$ cat src/rtl/mem_access_stage_pkg.sv
// Shared definitions for the memory access stage: FSM state encodings,
// default datapath width, default access timeout and timeout counter width.
package mem_access_stage_pkg;

  localparam int DEFAULT_DATA_W  = 16;
  localparam int DEFAULT_TIMEOUT = 255;
  localparam int CTR_W           = 16;

  typedef enum logic {
    IDLE = 1'b0,
    BUSY = 1'b1
  } state_e;

endpackage

$ cat src/rtl/mem_access_stage_timeout_ctr.sv
// mem_timeout_ctr: counts consecutive BUSY cycles of an outstanding memory
// access and flags the last cycle the stage is willing to wait.
// expire_o is high during the TIMEOUT-th enabled cycle since the last clear.
module mem_timeout_ctr
  import mem_access_stage_pkg::*;
#(
  parameter int TIMEOUT = DEFAULT_TIMEOUT
) (
  input  logic clk,
  input  logic rst,
  input  logic clear_i,
  input  logic enable_i,
  output logic expire_o
);

  localparam logic [CTR_W-1:0] LAST = CTR_W'(TIMEOUT - 1);

  logic [CTR_W-1:0] count_q;
  logic [CTR_W-1:0] count_d;

  // Clear has priority so a finished or abandoned access starts the next one at zero
  always_comb begin
    count_d = count_q;
    if (clear_i) begin
      count_d = '0;
    end else if (enable_i) begin
      count_d = count_q + 1'b1;
    end
  end

  // Counter register, zeroed by reset so an abandoned access leaves no residue
  always_ff @(posedge clk or posedge rst) begin
    if (rst) begin
      count_q <= '0;
    end else begin
      count_q <= count_d;
    end
  end

  assign expire_o = enable_i & (count_q == LAST);

endmodule

$ cat src/rtl/mem_access_stage.sv
// mem_access_stage: memory stage between execute and writeback.
// Non-memory instructions complete one cycle after acceptance. Loads and
// stores issue a registered request and wait in BUSY for mem_done, stalling
// upstream meanwhile; an access that never completes is abandoned after
// TIMEOUT BUSY cycles and flagged through the sticky err output.
// Optional build macro MEM_ALIGN_CHK_EN: when defined, a memory op whose
// address has bit 0 set is rejected without a request; otherwise the
// address is forwarded unchanged.
// stall_req has a combinational path from mem_done while BUSY so upstream
// can advance on the same edge the access completes.
module mem_access_stage
  import mem_access_stage_pkg::*;
#(
  parameter int DATA_W  = DEFAULT_DATA_W,
  parameter int TIMEOUT = DEFAULT_TIMEOUT
) (
  input  logic              clk,
  input  logic              rst,
  input  logic              in_valid,
  input  logic [DATA_W-1:0] aluResult,
  input  logic [DATA_W-1:0] storeData,
  input  logic              memRead,
  input  logic              memWrite,
  input  logic              regWrite,
  input  logic [2:0]        wbReg,
  output logic              stall_req,
  output logic [DATA_W-1:0] mem_addr,
  output logic [DATA_W-1:0] mem_wdata,
  output logic              mem_rd,
  output logic              mem_wr,
  input  logic [DATA_W-1:0] mem_rdata,
  input  logic              mem_done,
  output logic              out_valid,
  output logic [DATA_W-1:0] out_data,
  output logic              out_regWrite,
  output logic [2:0]        out_wbReg,
  output logic              err
);

  state_e            state_q;
  logic [DATA_W-1:0] memAddr_q;
  logic [DATA_W-1:0] memWdata_q;
  logic              memRd_q;
  logic              memWr_q;
  logic              regWrite_q;
  logic [2:0]        wbReg_q;
  logic              outValid_q;
  logic [DATA_W-1:0] outData_q;
  logic              outRegWrite_q;
  logic [2:0]        outWbReg_q;
  logic              err_q;

  logic busy;
  logic memop;
  logic illegalOp;
  logic misaligned;
  logic reqOk;
  logic rejectOp;
  logic expire;
  logic ctrClear;

  assign busy      = (state_q == BUSY);
  assign memop     = in_valid & (memRead | memWrite);
  assign illegalOp = memRead & memWrite;

`ifdef MEM_ALIGN_CHK_EN
  assign misaligned = aluResult[0];
`else
  assign misaligned = 1'b0;
`endif

  assign reqOk    = memop & ~illegalOp & ~misaligned;
  assign rejectOp = memop & ~reqOk;

  // The counter only runs while an access is outstanding and restarts once it ends
  assign ctrClear = ~busy | mem_done | expire;

  mem_timeout_ctr #(
    .TIMEOUT (TIMEOUT)
  ) u_timeout_ctr (
    .clk      (clk),
    .rst      (rst),
    .clear_i  (ctrClear),
    .enable_i (busy),
    .expire_o (expire)
  );

  // Hold upstream while accepting a request or waiting; release on done or abandon
  assign stall_req = ~rst & (busy ? (~mem_done & ~expire) : reqOk);

  // Stage FSM with registered request, latched instruction info and writeback outputs
  always_ff @(posedge clk or posedge rst) begin
    if (rst) begin
      state_q       <= IDLE;
      memAddr_q     <= '0;
      memWdata_q    <= '0;
      memRd_q       <= 1'b0;
      memWr_q       <= 1'b0;
      regWrite_q    <= 1'b0;
      wbReg_q       <= '0;
      outValid_q    <= 1'b0;
      outData_q     <= '0;
      outRegWrite_q <= 1'b0;
      outWbReg_q    <= '0;
      err_q         <= 1'b0;
    end else begin
      outValid_q    <= 1'b0;
      outRegWrite_q <= 1'b0;
      case (state_q)
        IDLE: begin
          if (reqOk) begin
            state_q    <= BUSY;
            memAddr_q  <= aluResult;
            memWdata_q <= storeData;
            memRd_q    <= memRead;
            memWr_q    <= memWrite;
            regWrite_q <= regWrite;
            wbReg_q    <= wbReg;
          end else if (rejectOp) begin
            outValid_q <= 1'b1;
            outData_q  <= '0;
            outWbReg_q <= wbReg;
            err_q      <= 1'b1;
          end else if (in_valid) begin
            outValid_q    <= 1'b1;
            outData_q     <= aluResult;
            outRegWrite_q <= regWrite;
            outWbReg_q    <= wbReg;
          end
        end
        BUSY: begin
          if (mem_done) begin
            state_q       <= IDLE;
            memRd_q       <= 1'b0;
            memWr_q       <= 1'b0;
            outValid_q    <= 1'b1;
            outData_q     <= memRd_q ? mem_rdata : memAddr_q;
            outRegWrite_q <= memRd_q & regWrite_q;
            outWbReg_q    <= wbReg_q;
          end else if (expire) begin
            state_q    <= IDLE;
            memRd_q    <= 1'b0;
            memWr_q    <= 1'b0;
            outValid_q <= 1'b1;
            outData_q  <= '0;
            outWbReg_q <= wbReg_q;
            err_q      <= 1'b1;
          end
        end
        default: begin
          state_q <= IDLE;
        end
      endcase
    end
  end

  assign mem_addr     = memAddr_q;
  assign mem_wdata    = memWdata_q;
  assign mem_rd       = memRd_q;
  assign mem_wr       = memWr_q;
  assign out_valid    = outValid_q;
  assign out_data     = outData_q;
  assign out_regWrite = outRegWrite_q;
  assign out_wbReg    = outWbReg_q;
  assign err          = err_q;

endmodule

$ cat config.mk
export PLATFORM = sky130hd
export DESIGN_NAME = mem_access_stage
export DESIGN_NICKNAME = d
export VERILOG_FILES = /design/src/rtl/mem_access_stage_pkg.sv /design/src/rtl/mem_access_stage_timeout_ctr.sv /design/src/rtl/mem_access_stage.sv
export SDC_FILE = /design/constraint.sdc
export NUM_CORES = 1
export LEC_CHECK = 0
export ABC_AREA = 1
export BUFFER_PORTS_ARGS = -buffer_cell sky130_fd_sc_hd__buf_2
export CAP_MARGIN = 40
export CORE_MARGIN = 2
export CORE_UTILIZATION = 30
export CTS_CLUSTER_SIZE = 28
export DETAILED_ROUTE_END_ITERATION = 8
export PLACE_DENSITY_LB_ADDON = 0.08
export SYNTH_ARGS = -nofsm -noshare
export SYNTH_HDL_FRONTEND = slang
export SYNTH_SLANG_ARGS = --single-unit
$ cat constraint.sdc
create_clock -name clk -period 2.73 [get_ports clk]
set_input_delay 0 -clock clk [delete_from_list [all_inputs] [get_ports clk]]
set_output_delay 0 -clock clk [all_outputs]
set_load 0.05 [all_outputs]
==> key figures <==
Outcome
  • Status: finished clean

Power
  • P_sw: 1.68 mW
  • P per Cell Area: 813 nW/µm²
  • Clk network pwr share: 29.7%
  • Overall power: 4.14 mW
  • Proportion of power drawn by flip-flops and latches: 36.1%
  • Switching share of power: 40.7%
  • Worst IR drop on VDD: 0.443 mV
  • Comb power frac: 34.2%
  • Leakage component of the power: 2.72 nW
  • Internal power component: 2.45 mW

Floorplan
  • Core area: 12000 µm²
  • Horizontal die dimension: 115 µm
  • Die extent in y: 115 µm
  • Number of placement rows: 40
  • # IOs: 115
  • Floorplan die area: 13300 µm²
  • Initial cell density of the core: 30.9%

Logic synthesis
  • Most area-consuming cells after synthesis: sky130_fd_sc_hd__dfrtp_1 52%, sky130_fd_sc_hd__nand2_1 16%, sky130_fd_sc_hd__o21ai_0 6.6%, sky130_fd_sc_hd__inv_1 5.4%, sky130_fd_sc_hd__nor2_1 3.5%
  • List of most frequent post-synthesis cells: 157 x sky130_fd_sc_hd__nand2_1, 77 x sky130_fd_sc_hd__dfrtp_1, 53 x sky130_fd_sc_hd__inv_1, 49 x sky130_fd_sc_hd__o21ai_0, 35 x sky130_fd_sc_hd__nor2_1
  • Distinct cell type count after synthesis: 25
  • Main flop type after synthesis: sky130_fd_sc_hd__dfrtp_1
  • Number of synthesized flops with an enable pin: 0
  • Largest area contributor in the synthesized netlist: sky130_fd_sc_hd__dfrtp_1
  • Total number of yosys warnings: 0
  • Sequential share of the synthesized area: 52.0%
  • Proportion of synthesized flip-flops having asynchronous set or reset: 100%
  • Synthesized flop and latch total: 77
  • Post-synthesis instance area: 3710 µm²
  • Proportion of netlist area held by the largest area contributor: 52.0%
  • Most frequently used cell type in the post-synthesis netlist: sky130_fd_sc_hd__nand2_1
  • Post-Synthesis Net Count: 528
  • Cell count after synthesis: 468
  • Post-Syn Area per Cell: 7.92 µm²

STA
  • Final worst path period need: 2060 ps
  • Number of hold violations in the final report: 0
  • Final Max Slew Viols: 0
  • Hold slack: 69.8 ps
  • Relative max-transition margin: 50.2%
  • Unrepaired setup endpoints after global routing: no
  • Measured slew at the worst slew-check pin: 745 ps
  • Setup TNS Final: 0 ps
  • Count of final setup violators: 0
  • Final worst slack: 672 ps
  • Final setup skew: 8.29 ps
  • F_max: 486 MHz
  • Portion of the clock cycle consumed by the worst path in the final layout: 75.4%

Setup path
  • Required time of the worst setup path: 2730 ps
  • Cell with the biggest individual delay on the critical path: sky130_fd_sc_hd__dfrtp_1
  • CP cell instances: inv_1, nand3_4, buf_4, a21oi_1, buf_2
  • CP Capture Type: output port
  • Startpoint-to-endpoint class of the critical path: reg -> out
  • Worst path arrival time: 2060 ps
  • Worst stage delay on the critical path: 530 ps
  • Crit start category: register
  • Crit Path Max Fanout: 58

Route
  • DRC: 0
  • Via density per instance: 4.53
  • Wirelength, routed: 10000 µm
  • TritonRoute pass-1 iters: 4
  • Routed wirelength normalized by instance count: 13.1 µm
  • Via count: 3472
  • Number of design-rule violations left by the first detailed-router iteration: 181
  • Number of antenna-violating nets in the routed design: 0

Global route
  • First-pass GRT wire length: 16300 µm
  • Vias in the first global route: 3363
  • Overall track demand over capacity in global routing: 15.9%
  • Pin count of the biggest net entering global routing: 77
  • Antenna violations before repair: 0
  • Total grt overflow: 0

Clock network
  • Skew-Pair Late Insertion Delay: 340 ps
  • Count of clock tree sinks: 77
  • Cell at the root of the clock tree: sky130_fd_sc_hd__clkbuf_16
  • Cts repair resizes: 0
  • Depth of the CTS H-tree: 3
  • Clock tree from TritonCTS: yes
  • Clock input transition at the sequential cells of the worst setup and hold paths: 60 ps
  • Number of buffers on the longest clock path: 2
  • CTS Buf Count: 9

Cells and area
  • Count of non-filler cells in the finished layout: 767
  • Antenna diode count: 0
  • Finished layout cell area: 5090 µm²
  • Synth-to-Final Area Change: 37.3%
  • Post-Route Utilization: 42.4%
  • Layout Nets: 675
  • Share of post-route cells with drive strength above 1: 22.9%
  • Final-layout fill cell count: 1250

Placed design
  • Placed Area: 4380 µm²
  • I/O Buffers: 114
  • Worst slack, placed: 702 ps
  • Cell count after placement: 711
  • Half-perimeter wire length after placement: 6440 µm
  • Weighted congestion at the end of routability-driven global placement: 0.785

Run
  • Maximum capacitance violations: 0

Worst hold path
  • Min-delay worst type: in -> async
## timing repair
action | in CTS | in global routing
setup buffers | 0 | 0
hold buffers | 40 | 0
hold endpoints to repair | 116 | 0
## cell usage in the layout, fill, tap and decap left out
cell type	netlist	routed
sky130_fd_sc_hd__xor2_1	4	4
sky130_fd_sc_hd__nand3_4	1	1
sky130_fd_sc_hd__inv_2	2	2
sky130_fd_sc_hd__clkbuf_8	0	2
sky130_fd_sc_hd__buf_2	10	114
sky130_fd_sc_hd__a21oi_1	15	15
sky130_fd_sc_hd__nand4_1	3	3
sky130_fd_sc_hd__nand3_2	2	2
sky130_fd_sc_hd__clkbuf_16	0	9
sky130_fd_sc_hd__o21ai_0	49	49
sky130_fd_sc_hd__dlygate4sd3_1	0	40
sky130_fd_sc_hd__xnor2_1	3	3
sky130_fd_sc_hd__ha_1	2	2
sky130_fd_sc_hd__nor2_4	2	2
sky130_fd_sc_hd__nor3_1	4	4
sky130_fd_sc_hd__nand3_1	26	26
sky130_fd_sc_hd__clkinv_2	0	2
sky130_fd_sc_hd__nor2_2	1	1
sky130_fd_sc_hd__bufinv_16	0	1
sky130_fd_sc_hd__nand3b_1	1	1
sky130_fd_sc_hd__clkbuf_1	4	2
sky130_fd_sc_hd__o21ai_1	2	2
sky130_fd_sc_hd__buf_16	0	1
sky130_fd_sc_hd__buf_12	0	1
sky130_fd_sc_hd__buf_4	5	3
sky130_fd_sc_hd__o21bai_1	2	2
sky130_fd_sc_hd__dfrtp_1	77	77
sky130_fd_sc_hd__inv_1	53	52
sky130_fd_sc_hd__nand2_1	157	157
sky130_fd_sc_hd__o211ai_1	4	4
sky130_fd_sc_hd__nor2_1	35	35
sky130_fd_sc_hd__clkinv_4	0	1
## worst paths after layout
check / start / to / slack, ps / depth (start not counted)
worst min-delay path: rst / mem_wdata[6] / 70 / 3
worst max-delay path: busy / stall_req / 670 / 5
worst min register to register: out_wbReg[0] / out_wbReg[0] / 470 / 2
worst max register to register: busy / out_valid / 750 / 6
min in group clk: mem_rdata[1] / out_data[1] / 120 / 7
max in group asynchronous: rst / u_timeout_ctr.count_q[6] / 2090 / 4
## worst max-delay path: cells and delay by family (launching register included)
| family | cells | cell delay (ps) |
|---|---|---|
| compound gates | 1 | 130 |
| buf+inv | 3 | 930 |
| flops | 1 | 530 |
| simple gates | 1 | 120 |
## per-layer routing
layer  vias to the layer above  track usage (%)  share of wire [%]
met5                         -                0                  0
met1                      1637             20.5                 46
li1                       1753                -                  -
met3                        10             5.22                4.9
met4                         0             5.22                1.3
met2                        72             25.4                 47
## power by group through the flow
stage	sequential [mW]	combinational (mW)	clock (mW)
floorplan	2.16	0.367	0
global placement	1.53	1.35	0
detailed placement	1.51	1.39	0
CTS	1.50	1.43	1.26
global route	1.52	1.52	1.31
finish	1.50	1.41	1.23
## logic make-up (layout without fill, tap and decap cells)
group | count (synthesis) | in the layout | share of synthesized area [%]
and+or+nand+nor | 232 | 232 | 26.0
buffers and inverters | 78 | 230 | 9.55
DFF | 77 | 77 | 52.0
AOI/OAI and AO/OA | 72 | 72 | 10.1
xor gates and xnor gates | 7 | 7 | 1.65
adders and majority gates | 2 | 2 | 0.675
## state kept, by name (all words and copies together) (netlist names)
register	flops
mem_addr	16
mem_wdata	16
out_data	16
u_timeout_ctr.count_q	16
out_wbReg	3
wbReg_q	3
busy	1
err	1
mem_rd	1
mem_wr	1
out_regWrite	1
out_valid	1
regWrite_q	1
## final cells by class
class                           instances  area, µm²  share of cell area, %
Tap cell                              147        184                   3.61
Multi-Input combinational cell        313       1430                   28.0
Clock buffer                           13        260                   5.11
Inverter                               55        208                   4.08
Timing Repair Buffer                  159       1040                   20.5
Clock inverter                          3       43.8                  0.861
Sequential cell                        77       1930                   37.9
No activity file was read; power rests on OpenSTA's default activity.
